--- config.mk ---
export PLATFORM = sky130hd
export DESIGN_NAME = layer_seq_ctrl
export DESIGN_NICKNAME = d
export VERILOG_FILES = /design/src/rtl/layer_seq_ctrl.sv
export SDC_FILE = /design/constraint.sdc
export NUM_CORES = 1
export LEC_CHECK = 0
export BUFFER_PORTS_ARGS = -buffer_cell sky130_fd_sc_hd__clkbuf_2
export CAP_MARGIN = 30
export CORE_MARGIN = 5
export CORE_UTILIZATION = 61
export CTS_CLUSTER_SIZE = 20
export DETAILED_ROUTE_END_ITERATION = 10
export GPL_TIMING_DRIVEN = 0
export PLACE_DENSITY = 0.84
export SLEW_MARGIN = 10
export SYNTH_ARGS = -nofsm -noshare
export SYNTH_HDL_FRONTEND = slang
export SYNTH_SLANG_ARGS = --single-unit
--- constraint.sdc ---
create_clock -name clk -period 3.2 [get_ports clk]
set_input_delay 0.64 -clock clk [delete_from_list [all_inputs] [get_ports clk]]
set_output_delay 0.64 -clock clk [all_outputs]
set_load 0.03 [all_outputs]
--- src/rtl/layer_seq_ctrl.sv ---
// Sequencer for one MVM layer: loads the x vector, walks x-memory/weight ROM per row,
// steers the MAC accumulator and hands each row result downstream with valid/ready.
module layer_seq_ctrl #(
   parameter int M   = 32,
   parameter int N   = 64,
   parameter int AXW = $clog2(N),
   parameter int AWW = $clog2(M*N)
) (
   input  logic           clk,
   input  logic           reset,
   input  logic           s_valid_x,
   output logic           s_ready_x,
   output logic           m_valid_y,
   input  logic           m_ready_y,
   output logic           wr_en_x,
   output logic [AXW-1:0] addr_x,
   output logic [AWW-1:0] addr_w,
   output logic           clear_acc,
   output logic           en_acc
);

   localparam int RW = (M > 1) ? $clog2(M) : 1;
   localparam logic [AXW-1:0] COL_LAST = AXW'(N-1);
   localparam logic [RW-1:0]  ROW_LAST = RW'(M-1);

   typedef enum logic [1:0] {LOAD, COMPUTE, DRAIN, OUT} state_t;

   state_t         state;
   logic [AXW-1:0] col;
   logic [RW-1:0]  row;
   logic [AXW-1:0] addr_x_r;
   logic [AWW-1:0] addr_w_r;
   logic           en_r, clr_r, mv_r;

   // addr_w is kept as a running counter: row*N+col advances by one per column,
   // and the step from the last column of a row to the next row is also +1.
   always_ff @(posedge clk) begin
      if (!reset) begin
         state    <= LOAD;
         col      <= '0;
         row      <= '0;
         addr_x_r <= '0;
         addr_w_r <= '0;
         en_r     <= 1'b0;
         clr_r    <= 1'b0;
         mv_r     <= 1'b0;
      end else begin
         en_r  <= (state == COMPUTE);
         clr_r <= (state == COMPUTE) && (col == '0);
         case (state)
            LOAD: begin
               if (s_valid_x) begin
                  if (col == COL_LAST) begin
                     col      <= '0;
                     row      <= '0;
                     addr_x_r <= '0;
                     addr_w_r <= '0;
                     state    <= COMPUTE;
                  end else begin
                     col      <= col + AXW'(1);
                     addr_x_r <= col + AXW'(1);
                  end
               end
            end
            COMPUTE: begin
               if (col == COL_LAST) begin
                  col   <= '0;
                  state <= DRAIN;
               end else begin
                  col      <= col + AXW'(1);
                  addr_x_r <= col + AXW'(1);
                  addr_w_r <= addr_w_r + AWW'(1);
               end
            end
            DRAIN: begin
               mv_r  <= 1'b1;
               state <= OUT;
            end
            OUT: begin
               if (m_ready_y) begin
                  mv_r     <= 1'b0;
                  addr_x_r <= '0;
                  if (row == ROW_LAST) begin
                     row      <= '0;
                     addr_w_r <= '0;
                     state    <= LOAD;
                  end else begin
                     row      <= row + RW'(1);
                     addr_w_r <= addr_w_r + AWW'(1);
                     state    <= COMPUTE;
                  end
               end
            end
            default: state <= LOAD;
         endcase
      end
   end

   // Everything is forced low while reset is held, even before the first reset edge.
   assign s_ready_x = reset & (state == LOAD);
   assign wr_en_x   = s_valid_x & s_ready_x;
   assign m_valid_y = reset & mv_r;
   assign en_acc    = reset & en_r;
   assign clear_acc = reset & clr_r;
   assign addr_x    = reset ? addr_x_r : '0;
   assign addr_w    = reset ? addr_w_r : '0;

endmodule

==> results of run 1 <==
power breakdown:
group	leakage [nW]	switching, mW	internal (mW)
Sequential	0.267	0.0136	0.429
Clock	0.0314	0.137	0.104
Combinational	0.557	0.130	0.0701
metrics by stage:
step	hold slack (ns)	util [%]	area [sq um]	worst slack, ns	cells
global route	0.520	69.5	2070	0.688	288
CTS	0.482	69.5	2070	0.847	288
global placement	0.461	67.7	2020	0.863	281
finish	0.480	69.5	2070	0.855	288
floorplan	0.436	-	1850	1.16	224
detailed placement	0.468	67.7	2020	0.852	281
synthesized netlist by cell type (2+ instances only):
| cell | count |
|---|---|
| dfxtp_1 | 33 |
| and2_1 | 26 |
| o21ai_0 | 15 |
| nand2_1 | 14 |
| nor2b_1 | 13 |
| nor2_1 | 12 |
| nand3_1 | 11 |
| a21oi_1 | 10 |
| ha_1 | 10 |
| clkbuf_1 | 7 |
| inv_1 | 7 |
| a22oi_1 | 6 |
| and3_1 | 6 |
| nand4_1 | 6 |
| a21boi_0 | 5 |
| or3_1 | 5 |
| xor2_1 | 5 |
| nand2b_1 | 4 |
| or4_1 | 4 |
| xnor2_1 | 4 |
| a21o_1 | 3 |
| buf_2 | 2 |
| mux2i_1 | 2 |
| nand3_2 | 2 |
| nand4b_1 | 2 |
| nor3_1 | 2 |
| o31ai_1 | 2 |
area by class of cell:
class	count	area share, %
timing repair buffer	24	5.80
inverter	7	1.27
clock buffer	7	2.66
multi-input combinational	175	54.6
buffer	9	1.75
tap	33	1.99
sequential	33	31.9
worst paths after layout:
path	start	endpoint	slack, ns	cells past startpoint
max	reset	s_ready_x	0.85	4
min reg2reg	addr_x_r[4]	addr_x_r[4]	0.48	2
min	addr_x_r[4]	addr_x_r[4]	0.48	2
max reg2reg	state[1]	addr_w_r[9]	0.88	8
sequential cells by signal, summed over array words and instances, names as in the netlist:
register and count:
en_r 1, mv_r 1, row 5, clr_r 1, col 6, addr_w_r 11
addr_x_r 6, state 2
worst register-to-register path: stages, from the launching register on:
cell and delay (ns):
dfxtp_1 0.39, inv_1 0.10, ha_1 0.18, buf_2 0.18, nor2b_1 0.17, nor3_4 0.28
nand3_2 0.24, or4_1 0.55, a21oi_1 0.17
logic make-up (layout without fill, tap and decap cells):
kind of cell	after synthesis	in the layout	synth area share, %
AOI/OAI and AO/OA	44	44	14.6
xor gates and xnor gates	9	9	4.25
adders and majority gates	10	10	6.75
buffers and inverters	16	47	3.37
DFF	33	33	35.6
muxes	2	2	1.08
and+or+nand+nor	110	110	34.3
metal layers:
layer,share of wire [%],vias up,wire [um],track usage [%]
li1,-,846,-,-
met1,47,759,1770,22.6
met2,47,39,1770,34.0
met3,4.8,7,180,5.47
met4,1.6,0,59,8.03
met5,0,-,0,0
==> summary.md, run 1 <==
| Metric | Value |
|---|---|
| Largest net degree at the start of global routing | `11` |
| Clock Tree Root | `clkbuf_4` |
| Fin crit share | `73.3%` |
| Maximum net fanout on the critical path | `10` |
| Mapped Avg Cell Area | `8.28 sq um` |
| Vias | `1651` |
| Max-slew headroom | `70.1%` |
| Ys flop type | `dfxtp_1` |
| Layout cells sized above 1 | `14.1%` |
| CP Class | `in -> out` |
| Multi-input logic area | `0.00113 sq mm` |
| First-pass GRT wire length | `6.54 mm` |
| Top cell type's share of synthesized area | `35.6%` |
| Avg WL per Cell | `13.1 um` |
| GPL Wtd Cong | `0.845` |
| Post-DRT Antenna Nets | `0` |
| Type of origin of the critical path | `input port` |
| Max Slew Vio Count | `0` |
| N_diodes | `0` |
| Die height | `65.1 um` |
| Worst Setup End Kind | `primary output` |
| Setup Buffers After CTS | `0` |
| Crit path top cell by count | `clkbuf_1` |
| CP cell instances | `clkbuf_1 -> clkbuf_1 -> and2_1 -> clkbuf_2` |
| Worst Path Required | `2.56 ns` |
| Post-Syn Area | `0.00185 sq mm` |
| WP buf/inv | `3` |
| Flops & latches, synth | `33` |
| Max Cap Viol | `0` |
| Fmax | `426 MHz` |
| Skew final | `0.00956 ns` |
| Initial core utilization | `62.3%` |
| Post-synth EDFFs | `0` |
| TritonCTS Buffers | `5` |
| GRT Total Usage | `19.6%` |
| Via/cell ratio | `5.73` |
| Pwr/cell area | `426 mW/mm^2` |
| Max IR drop VDD | `0.258 mV` |
| Final hold viol count | `0` |
| Yosys top cell by area | `dfxtp_1` |
| Rows | `20` |
| Fill cells | `266` |
| Grt total ovfl | `0` |
| Placeable Area | `0.00298 sq mm` |
| Post-CTS Resized | `0` |
| Tmin final | `2.35 ns` |
| Status | `finished, final reports clean` |
| Nets | `269` |
| Port Buffers | `24` |
| Final WL | `3.78 mm` |
| Number of global-route vias before repair | `1565` |
| Hold_buf cts | `0` |
| Post-synthesis async set-or-reset flop share | `0%` |
| Storage cell area | `661 sq um` |
| Worst path slowest cell | `clkbuf_1` |
| Delay-heaviest family, CP | `buffers and inverters` |
| RSZ-0062 raised after global routing | `false` |
| CTS max path bufs | `2` |
| Syn Inst Count | `224` |
| Top area cells in the synthesized netlist | `dfxtp_1 (36%), and2_1 (8.8%), ha_1 (6.7%)` |
| Clk slew on worst S/H paths | `0.10 ns` |
| Slowest stage delay, CP | `0.35 ns` |
| WP data arrival | `1.71 ns` |
| Clock Latency Late Sink | `0.34 ns` |
| Syn nets | `238` |
| Worst-margin pin slew | `0.448 ns` |
| Sequential area share after synthesis | `35.6%` |
| Clock sink count | `33` |
| Initial drt markers | `104` |
| Leak Pwr | `0.855 nW` |
| Drt first pass iters | `4` |
| Synth warnings | `0` |
| Setup TNS | `0 ns` |
| Die area | `0.00424 sq mm` |
| CTS H-Tree Depth | `2` |
| Hold crit path type | `reg -> reg` |
| I/O Pins | `26` |
| Dpl hpwl | `2.83 mm` |
| Distinct cells, synth | `33` |
| DRC | `0` |
| CTS tree | `yes` |
| Die span in x | `65.1 um` |
| Commonest non-fill, non-tap cell in the layout | `dfxtp_1` |
| Most frequent cells in the layout | `dfxtp_1 (33), and2_1 (26), clkbuf_2 (24)` |
| Initial antenna violation count | `0` |
| Area Growth Syn to Fin | `11.7%` |
| Total power draw | `0.883 mW` |
| # setup viols final | `0` |
Note: power is estimated with default switching activity, not from simulation.
==> inputs of run 2 (changes only) <==
Settings changed: CORE_UTILIZATION 61 to 56, PLACE_DENSITY 0.84 to 0.78.
Clock period 3.2 ns to 2.2 ns, I/O delays scaled along.
==> run 2 against run 1 <==
Cell count up 5.9%. Worst hold slack worse by 0.0037 ns. Setup slack worse by 0.74 ns. Sequential power up 46%. Non-clock buffer count up 5. Clock-buffer cell count down 2. Register-to-register slack worse by 0.77 ns. Sequential share of layout area down 0.95 points. Routed wire length down 0.48%. Global-route usage down 0.82 points. First-iteration DRC count down 25%. Clock skew down 0.0033 ns. Highest routed layer unchanged.
==> summary.md, run 2 (same netlist as run 1, synthesis figures left out) <==
| Metric | Value |
|---|---|
| Status | `finished, final reports clean` |
| Die span in x | `67.5 um` |
| Int Pwr | `0.865 mW` |
| WP data arrival | `2.38 ns` |
| Worst setup margin | `0.111 ns` |
| Type of origin of the critical path | `register` |
| Die area | `0.00456 sq mm` |
| Fin crit share | `94.9%` |
| Pre-CTS setup slack | `-0.0707 ns` |
| CTS tree | `yes` |
| Hold crit path type | `in -> reg` |
| Slowest stage delay, CP | `0.37 ns` |
| Setup TNS | `0 ns` |
| Die height | `67.5 um` |
| Clock sink count | `33` |
| Multi-input logic area | `0.00114 sq mm` |
| Final WL | `3.76 mm` |
| Initial drt markers | `78` |
| Vias | `1633` |
| WP buf/inv | `3` |
| Worst path slowest cell | `dfxtp_2` |
| CTS max path bufs | `2` |
| Tmin final | `2.09 ns` |
| # setup viols final | `0` |
| Initial antenna violation count | `0` |
| Clock Tree Root | `clkbuf_4` |
| Final hold viol count | `0` |
| Max-slew headroom | `69.5%` |
| GRT Total Usage | `18.7%` |
| Initial core utilization | `59.8%` |
| Sw power | `0.440 mW` |
| I/O Pins | `26` |
| Largest net degree at the start of global routing | `12` |
| N_diodes | `0` |
| Commonest non-fill, non-tap cell in the layout | `dfxtp_1` |
| Fill cells | `265` |
| Placeable Area | `0.00310 sq mm` |
| Avg WL per Cell | `12.3 um` |
| GPL Wtd Cong | `0.874` |
| Drt first pass iters | `4` |
| Clock network power share | `26.1%` |
| Clock Latency Late Sink | `0.35 ns` |
| TritonCTS Buffers | `5` |
| Most frequent cells in the layout | `dfxtp_1 (31), and2_1 (26), clkbuf_2 (25)` |
| Layout cells sized above 1 | `18.4%` |
| Comb power frac | `24.3%` |
| Pwr/cell area | `609 mW/mm^2` |
| First-pass GRT wire length | `6.45 mm` |
| Max IR drop VDD | `0.342 mV` |
| CTS H-Tree Depth | `2` |
| Worst Path Required | `2.49 ns` |
| RSZ-0062 raised after global routing | `false` |
| Worst Setup End Kind | `register` |
| Max Cap Viol | `0` |
| Rows | `20` |
| Area Growth Syn to Fin | `15.5%` |
| Maximum net fanout on the critical path | `10` |
| Grt total ovfl | `0` |
| Nets | `274` |
| Sw Ratio | `33.7%` |
| Dpl hpwl | `2.73 mm` |
| Max Slew Vio Count | `0` |
| Biggest register | `addr_w_r` |
| Largest register FFs | `11` |
| Worst-margin pin slew | `0.458 ns` |
| Number of global-route vias before repair | `1394` |
| Skew final | `0.00624 ns` |
| Post-DRT Antenna Nets | `0` |
| Sequential power share | `49.6%` |
| Hold_buf cts | `0` |
| Leak Pwr | `0.883 nW` |
| Via/cell ratio | `5.35` |
| Delay-heaviest family, CP | `simple AND/OR/NAND/NOR gates` |
| Largest registers | `addr_w_r (11), addr_x_r (6), col (6)` |
| CP cell instances | `inv_1 -> ha_1 -> buf_4 -> nor2b_1 -> nor3_4 -> nand4_1 -> buf_6 -> or3_1 -> a21oi_1` |
| Storage cell area | `663 sq um` |
| DRC | `0` |
| Fmax | `479 MHz` |
| CP Class | `reg -> reg` |
| Clk slew on worst S/H paths | `0.11 ns` |
| Port Buffers | `24` |
[run 2: per-layer routing]
layer | global-route usage, % | vias up | part of all wire [%]
met5 | 0 | - | 0
met4 | 9.11 | 0 | 1.1
met3 | 3.49 | 4 | 5.0
met2 | 30.3 | 30 | 47
met1 | 23.8 | 748 | 47
li1 | - | 851 | -
[run 2: area by class of cell]
type,instances,area share [%]
inverter,7,1.23
multi-input combinational,175,53.3
clock buffer,5,1.75
tap,44,2.57
buffer,9,1.87
sequential,33,31.0
timing repair buffer,29,7.54
clock inverter,3,0.818
[run 2: final timing paths]
check,from,end,slack (ns),depth (start not counted)
min,reset,addr_x_r[4],0.48,2
max reg2reg,state[1],addr_w_r[10],0.11,9
max,state[1],addr_w_r[10],0.11,9
min reg2reg,row[3],row[3],0.49,2
[run 2: metrics by stage]
| step | utilization, % | hold WS [ns] | cells | instance area (sq um) | total power, mW |
|---|---|---|---|---|---|
| 6_report | 69.0 | 0.476 | 305 | 2140 | 1.30 |
| 5_1_grt | 69.0 | 0.507 | 305 | 2140 | 1.38 |
| 4_1_cts | 68.5 | 0.477 | 304 | 2130 | 1.31 |
| 3_5_place_dp | 65.4 | 0.472 | 292 | 2030 | 0.948 |
| 3_3_place_gp | 65.4 | 0.462 | 292 | 2030 | 0.941 |
| 2_1_floorplan | - | 0.436 | 224 | 1850 | 0.880 |
[run 2: power by group through the flow]
stage          combinational (mW)  clock (mW)  sequential [mW]
2_1_floorplan               0.228           0            0.652
3_3_place_gp                0.284           0            0.657
3_5_place_dp                0.290           0            0.657
4_1_cts                     0.315       0.348            0.645
5_1_grt                     0.357       0.376            0.650
6_report                    0.318       0.340            0.646
[run 2: repair_timing]
action | CTS | global route
gates resized for setup | 4 | 5
setup endpoints to repair | 5 | 16
setup buffers | 4 | 1
pin swaps | 3 | 2
